**config.mk**
```make
export PLATFORM = sky130hd
export DESIGN_NAME = traffic_phase_scheduler
export DESIGN_NICKNAME = d
export VERILOG_FILES = /design/src/rtl/traffic_phase_scheduler_pkg.sv /design/src/rtl/traffic_phase_scheduler_ped_latch.sv /design/src/rtl/traffic_phase_scheduler.sv
export SDC_FILE = /design/constraint.sdc
export NUM_CORES = 1
export LEC_CHECK = 0
export ABC_AREA = 1
export CORE_MARGIN = 2
export CORE_UTILIZATION = 45
export DETAILED_ROUTE_END_ITERATION = 6
export GPL_TIMING_DRIVEN = 0
export PLACE_DENSITY = 0.71
export SETUP_SLACK_MARGIN = 0.2
export SLEW_MARGIN = 25
export SYNTH_ARGS = -nofsm -noshare
export SYNTH_HDL_FRONTEND = slang
export SYNTH_SLANG_ARGS = --single-unit
```
**constraint.sdc**
```tcl
create_clock -name clk -period 2 [get_ports clk]
set_input_delay 0.5 -clock clk [delete_from_list [all_inputs] [get_ports clk]]
set_output_delay 0.5 -clock clk [all_outputs]
set_load 0.03 [all_outputs]
```
**src/rtl/traffic_phase_scheduler_pkg.sv**
```systemverilog
// traffic_pkg: definitions shared by the traffic phase scheduler and its sub-modules.
//   - one-hot lamp codes RED / YELLOW / GREEN
//   - phase_t state enum and its fixed encodings
//   - emergency direction codes DIR_NS / DIR_EW
//   - lamp decode helpers for each approach
package traffic_pkg;

    localparam logic [2:0] RED    = 3'b100;
    localparam logic [2:0] YELLOW = 3'b010;
    localparam logic [2:0] GREEN  = 3'b001;

    localparam logic DIR_NS = 1'b0;
    localparam logic DIR_EW = 1'b1;

    typedef enum logic [2:0] {
        NS_GREEN     = 3'd0,
        NS_YELLOW    = 3'd1,
        RED_AFTER_NS = 3'd2,
        EW_GREEN     = 3'd3,
        EW_YELLOW    = 3'd4,
        RED_AFTER_EW = 3'd5
    } phase_t;

    function automatic logic [2:0] lamp_ns(input phase_t p);
        case (p)
            NS_GREEN:  lamp_ns = GREEN;
            NS_YELLOW: lamp_ns = YELLOW;
            default:   lamp_ns = RED;
        endcase
    endfunction

    function automatic logic [2:0] lamp_ew(input phase_t p);
        case (p)
            EW_GREEN:  lamp_ew = GREEN;
            EW_YELLOW: lamp_ew = YELLOW;
            default:   lamp_ew = RED;
        endcase
    endfunction

    function automatic logic is_green(input phase_t p);
        is_green = (p == NS_GREEN) || (p == EW_GREEN);
    endfunction

endpackage

```
**src/rtl/traffic_phase_scheduler_ped_latch.sv**
```systemverilog
// ped_request_latch: holds a pedestrian request until that direction is served.
//   clk, reset : clock, asynchronous active-high reset
//   btn        : button level/pulse of any width, sampled every clock
//   grant      : one-cycle strobe on the edge entering this direction's green
//   pending    : latched request; a press in the grant cycle keeps it pending
module ped_request_latch
    import traffic_pkg::*;
(
    input  logic clk,
    input  logic reset,
    input  logic btn,
    input  logic grant,
    output logic pending
);

    always_ff @(posedge clk or posedge reset) begin
        if (reset)
            pending <= 1'b0;
        else if (btn)
            pending <= 1'b1;
        else if (grant)
            pending <= 1'b0;
    end

endmodule

```
**src/rtl/traffic_phase_scheduler.sv**
```systemverilog
// traffic_phase_scheduler: demand-driven NS/EW phase sequencer with min/max green,
// fixed yellow and all-red clearance, latched pedestrian requests and emergency
// preemption.
//   clk, reset                 : clock, asynchronous active-high reset
//   tick                       : timebase enable; timers and state move only on tick
//   ns_req, ew_req             : vehicle detector levels
//   ped_ns_btn, ped_ew_btn     : pedestrian buttons
//   emerg_valid, emerg_dir     : emergency request level and direction (0=NS, 1=EW)
//   NS, EW                     : one-hot lamps (RED=100, YELLOW=010, GREEN=001)
//   walk_ns, walk_ew           : walk indications
//   ped_ns_pending, ped_ew_pending : latched pedestrian requests
//   phase                      : current state encoding
module traffic_phase_scheduler
    import traffic_pkg::*;
#(
    parameter int unsigned T_MIN_GREEN = 4,
    parameter int unsigned T_MAX_GREEN = 12,
    parameter int unsigned T_YELLOW    = 2,
    parameter int unsigned T_ALL_RED   = 1,
    parameter int unsigned T_WALK      = 3
)(
    input  logic       clk,
    input  logic       reset,
    input  logic       tick,
    input  logic       ns_req,
    input  logic       ew_req,
    input  logic       ped_ns_btn,
    input  logic       ped_ew_btn,
    input  logic       emerg_valid,
    input  logic       emerg_dir,
    output logic [2:0] NS,
    output logic [2:0] EW,
    output logic       walk_ns,
    output logic       walk_ew,
    output logic       ped_ns_pending,
    output logic       ped_ew_pending,
    output logic [2:0] phase
);

    localparam int unsigned TW = $clog2(T_MAX_GREEN + 1);
    localparam int unsigned WW = (T_WALK > 1) ? $clog2(T_WALK) : 1;

    phase_t          st;
    phase_t          st_next;
    logic [TW-1:0]   timer;
    logic [WW-1:0]   walk_cnt;

    logic emerg_ns, emerg_ew;
    logic own_ns, own_ew;
    logic conf_ns, conf_ew;
    logic min_done, max_done;
    logic ns_exit, ew_exit;
    logic enter_ns, enter_ew;

    assign phase = st;

    // Demand terms and green exit decisions
    always_comb begin
        emerg_ns = emerg_valid & (emerg_dir == DIR_NS);
        emerg_ew = emerg_valid & (emerg_dir == DIR_EW);
        own_ns   = ns_req | emerg_ns;
        own_ew   = ew_req | emerg_ew;
        conf_ns  = ew_req | ped_ew_pending | emerg_ew;
        conf_ew  = ns_req | ped_ns_pending | emerg_ns;
        min_done = (timer >= TW'(T_MIN_GREEN - 1));
        max_done = (timer == TW'(T_MAX_GREEN - 1));
        // An emergency for the green direction pins it; an opposing one cuts it short.
        ns_exit  = !emerg_ns && (emerg_ew || (min_done && conf_ns && (!own_ns || max_done)));
        ew_exit  = !emerg_ew && (emerg_ns || (min_done && conf_ew && (!own_ew || max_done)));
    end

    always_comb begin
        st_next = st;
        case (st)
            NS_GREEN:     if (tick && ns_exit) st_next = NS_YELLOW;
            NS_YELLOW:    if (tick && timer == TW'(T_YELLOW - 1))  st_next = RED_AFTER_NS;
            RED_AFTER_NS: if (tick && timer == TW'(T_ALL_RED - 1)) st_next = EW_GREEN;
            EW_GREEN:     if (tick && ew_exit) st_next = EW_YELLOW;
            EW_YELLOW:    if (tick && timer == TW'(T_YELLOW - 1))  st_next = RED_AFTER_EW;
            RED_AFTER_EW: if (tick && timer == TW'(T_ALL_RED - 1)) st_next = NS_GREEN;
            default:      st_next = NS_GREEN;
        endcase
    end

    assign enter_ns = (st_next == NS_GREEN) && (st != NS_GREEN);
    assign enter_ew = (st_next == EW_GREEN) && (st != EW_GREEN);

    ped_request_latch u_ped_ns (
        .clk     (clk),
        .reset   (reset),
        .btn     (ped_ns_btn),
        .grant   (enter_ns),
        .pending (ped_ns_pending)
    );

    ped_request_latch u_ped_ew (
        .clk     (clk),
        .reset   (reset),
        .btn     (ped_ew_btn),
        .grant   (enter_ew),
        .pending (ped_ew_pending)
    );

    always_ff @(posedge clk or posedge reset) begin
        if (reset) begin
            st       <= NS_GREEN;
            timer    <= '0;
            walk_cnt <= '0;
            NS       <= GREEN;
            EW       <= RED;
            walk_ns  <= 1'b0;
            walk_ew  <= 1'b0;
        end else begin
            st <= st_next;
            NS <= lamp_ns(st_next);
            EW <= lamp_ew(st_next);

            if (st_next != st)
                timer <= '0;
            else if (tick && !max_done)
                timer <= timer + TW'(1);

            // A press in the entry cycle re-arms the latch, so it withholds walk now.
            if (enter_ns || enter_ew) begin
                walk_cnt <= '0;
                walk_ns  <= enter_ns & ped_ns_pending & ~ped_ns_btn;
                walk_ew  <= enter_ew & ped_ew_pending & ~ped_ew_btn;
            end else if (!is_green(st_next)) begin
                // Covers preemption: walk drops on the edge the green is abandoned.
                walk_ns <= 1'b0;
                walk_ew <= 1'b0;
            end else if (tick && (walk_ns || walk_ew)) begin
                if (walk_cnt == WW'(T_WALK - 1)) begin
                    walk_ns <= 1'b0;
                    walk_ew <= 1'b0;
                end else begin
                    walk_cnt <= walk_cnt + WW'(1);
                end
            end
        end
    end

endmodule
```
==> impl_metrics.json <==
{
  "maxSlewHeadroom_pct": 52.2,
  "setup_viol_count_final": 0,
  "hold_path_startpoint": "walk_cnt[1]$_DFFE_PP0P_",
  "r2r_start": "timer[0]$_DFFE_PP0P_",
  "synth-async-reset-ratio_pct": 100,
  "io_buffers": 21,
  "cts_hold_buffers": 0,
  "finalCritPeriodShare_pct": 92.1,
  "first_pass_iters": 4,
  "yosysMostFrequentCell": "nand2_1",
  "synthCells": 144,
  "cp.required_ns": 2.21,
  "clkPwrFrac_pct": 9.4,
  "hold_violations": 0,
  "h-tree-depth": 1,
  "core_um2": 2430,
  "grt_pass1_wl_mm": 3.67,
  "status": "completed",
  "syn-num-nets": 157,
  "grtUsageTotal_pct": 17.2,
  "yosys.area.top_type_share_pct": 37.3,
  "cts_tree": "built",
  "gp_congestion": 0.834,
  "cts_sinks": 19,
  "worst_hold_path_type": "reg2reg",
  "start_util_pct": 46.9,
  "via_per_inst": 4.92,
  "synth_edf_count": 0,
  "grt_max_degree": 20,
  "power_density_nw_per_um2": 1370,
  "ir_drop_uv": 797,
  "fp.dieH_um": 54.4,
  "dpl.hpwl_mm": 1.76,
  "ys_seq_area_share_pct": 41.9,
  "fin_setup_tns_ns": 0,
  "yosys-top-cells-area": "dfrtp_1 37%, nand2_1 12%, inv_1 6.9%",
  "power.share.sequential_pct": 31.0,
  "diodes": 0,
  "ys_types": 26,
  "fin_worst_skew_ns": 0.00222,
  "ctsRootBufferMaster": "clkbuf_4",
  "synth_flop_cell": "dfrtp_1",
  "start_kind": "flop",
  "wirelength_mm": 2.38,
  "row_count": 18,
  "avgSynthCellArea_um2": 7.92,
  "arrival_ns": 2.06,
  "min_to": "walk_cnt[1]$_DFFE_PP0P_",
  "layout-drive-gt1-share_pct": 31.8,
  "period_needed_ns": 1.84,
  "path_max_fanout": 4,
  "crit_path_end_kind": "flop",
  "postLayoutCellArea_um2": 1550,
  "reg2reg_to": "timer[0]$_DFFE_PP0P_",
  "synth_commonest_cells": "36 x nand2_1, 21 x inv_1, 17 x dfrtp_1, 14 x nor2_1, 9 x nand3_1",
  "die_w_um": 54.4,
  "fp.dieArea_um2": 2950,
  "drv_cap": 0,
  "synth.largest_area_cell": "dfrtp_1",
  "p_int_mw": 1.07,
  "yosys_warnings": 0,
  "switching_share_pct": 49.2,
  "worst_pin_slew_ns": 0.716,
  "antenna_found_initial": 0,
  "p_comb_share_pct": 59.6,
  "clk_latency_ns": 0.29,
  "ant_nets": 0,
  "p_sw_mw": 1.04,
  "cts_buffers": 3,
  "syn_area_um2": 1140,
  "reg2reg_depth": 12,
  "cts.clk_slew.worst_paths_ns": 0.12,
  "grt_overflow_total": 0,
  "grt_pass1_vias": 903,
  "final_nets": 187,
  "r2r_slack_ns": 0.16,
  "synth-seq-cells": 19,
  "drcViolationCount": 0,
  "vias": 998,
  "leakage_nw": 0.779,
  "area_growth_pct": 35.5,
  "rsz0062_at_grt": "true",
  "critical_path_class": "reg2reg",
  "cts.path.max_buffers": 2,
  "io-pin-count": 22,
  "drt_iter0_drc": 15,
  "slew_viol_final": 0,
  "worstHoldPathCells": 2,
  "max_freq_mhz": 543,
  "avgRoutedWirePerCell_um": 11.7,
  "post_dp_cell_area_um2": 1390
}
power groups by stage:
stage	Clock, mW	Combinational, mW	Sequential (mW)
global placement	0	1.07	0.634
detailed placement	0	1.10	0.640
finish	0.199	1.26	0.656
global route	0.217	1.39	0.674
floorplan	0	0.600	0.805
CTS	0.209	1.07	0.629
worst max-delay path, stage by stage, from the launching register on:
cell and delay, ns:
dfrtp_2 0.46, ha_4 0.18, inv_1 0.06, a21oi_1 0.15, nand3_1 0.09, nand2_1 0.09, nand2_2 0.08, nand2_2 0.11
nor2_4 0.05, buf_4 0.13, nand2_4 0.06, nand4_4 0.11, nor3_2 0.20
logic make-up (layout without fill, tap and decap cells):
kind of cell / count (synthesis) / after routing / synth area share, %
AND/OR/NAND/NOR: 81 / 81 / 36.6
buffers and inverters: 25 / 54 / 8.22
flip-flops: 19 / 19 / 41.9
AO/OA/AOI/OAI: 14 / 14 / 8.11
adder cells (fa/ha/maj): 4 / 4 / 4.39
XOR/XNOR: 1 / 1 / 0.768
sequential cells by signal (all words and copies together) (netlist names):
register and flops:
NS 3, walk_cnt 2, EW 3, u_ped_ew.pending 1
walk_ew 1, walk_ns 1, phase 3, u_ped_ns.pending 1
timer 4
worst max path at each step:
stage | from | to | depth (start not counted)
after global placement | tick | walk_cnt[1]$_DFFE_PP0P_ | 10
after global routing | timer[0]$_DFFE_PP0P_ | timer[0]$_DFFE_PP0P_ | 11
after detailed placement | tick | timer[0]$_DFFE_PP0P_ | 9
after floorplan | phase[1]$_DFF_PP0_ | walk_cnt[0]$_DFFE_PP0P_ | 13
after CTS | phase[2]$_DFF_PP0_ | phase[2] | 1
final | timer[0]$_DFFE_PP0P_ | timer[0]$_DFFE_PP0P_ | 12
cell usage in the layout (no fill, tap or decap), types with 5 or more instances in the layout:
cell,instances
nand2_1,30
inv_1,19
dlygate4sd2_1,16
nor2_1,13
dfrtp_1,12
nand2_2,8
nand3_1,7
nand3_2,5
nand2_4,5
clkdlybuf4s50_1,5
dfrtp_2,5
layer usage:
layer,vias up,wire length [µm],GRT usage [%]
met5,-,0,0
met4,0,13,6.25
li1,515,-,-
met2,19,1150,30.1
met3,2,103,2.46
met1,462,1110,21.4
metrics by stage:
| step | power, mW | utilization [%] | instances | setup WS [ns] | hold WS (ns) |
|---|---|---|---|---|---|
| after global routing | 2.28 | 63.6 | 203 | 0.0635 | 0.529 |
| after detailed placement | 1.74 | 57.1 | 195 | -0.324 | 0.476 |
| final | 2.11 | 63.6 | 203 | 0.158 | 0.499 |
| after global placement | 1.71 | 57.1 | 195 | -0.283 | 0.463 |
| after CTS | 1.91 | 58.4 | 199 | 0.204 | 0.504 |
| after floorplan | 1.40 | - | 144 | 0.332 | 0.446 |
timing repair:
item,CTS,global route
setup endpoints to repair,23,10
gates cloned,0,0
setup buffers,0,4
hold endpoints to repair,0,0
gates resized for setup,21,27
pin swaps,2,15
layout make-up:
type                    instances  area [µm²]
well taps                      30        37.5
clock inverters                 1        5.00
clock buffers                   3        22.5
repair buffers                 25         220
fillers                       233         886
flip-flops and latches         19         484
inverters                      25        98.8
multi-input cells             100         678
Note: power is estimated with default switching activity, not from simulation.
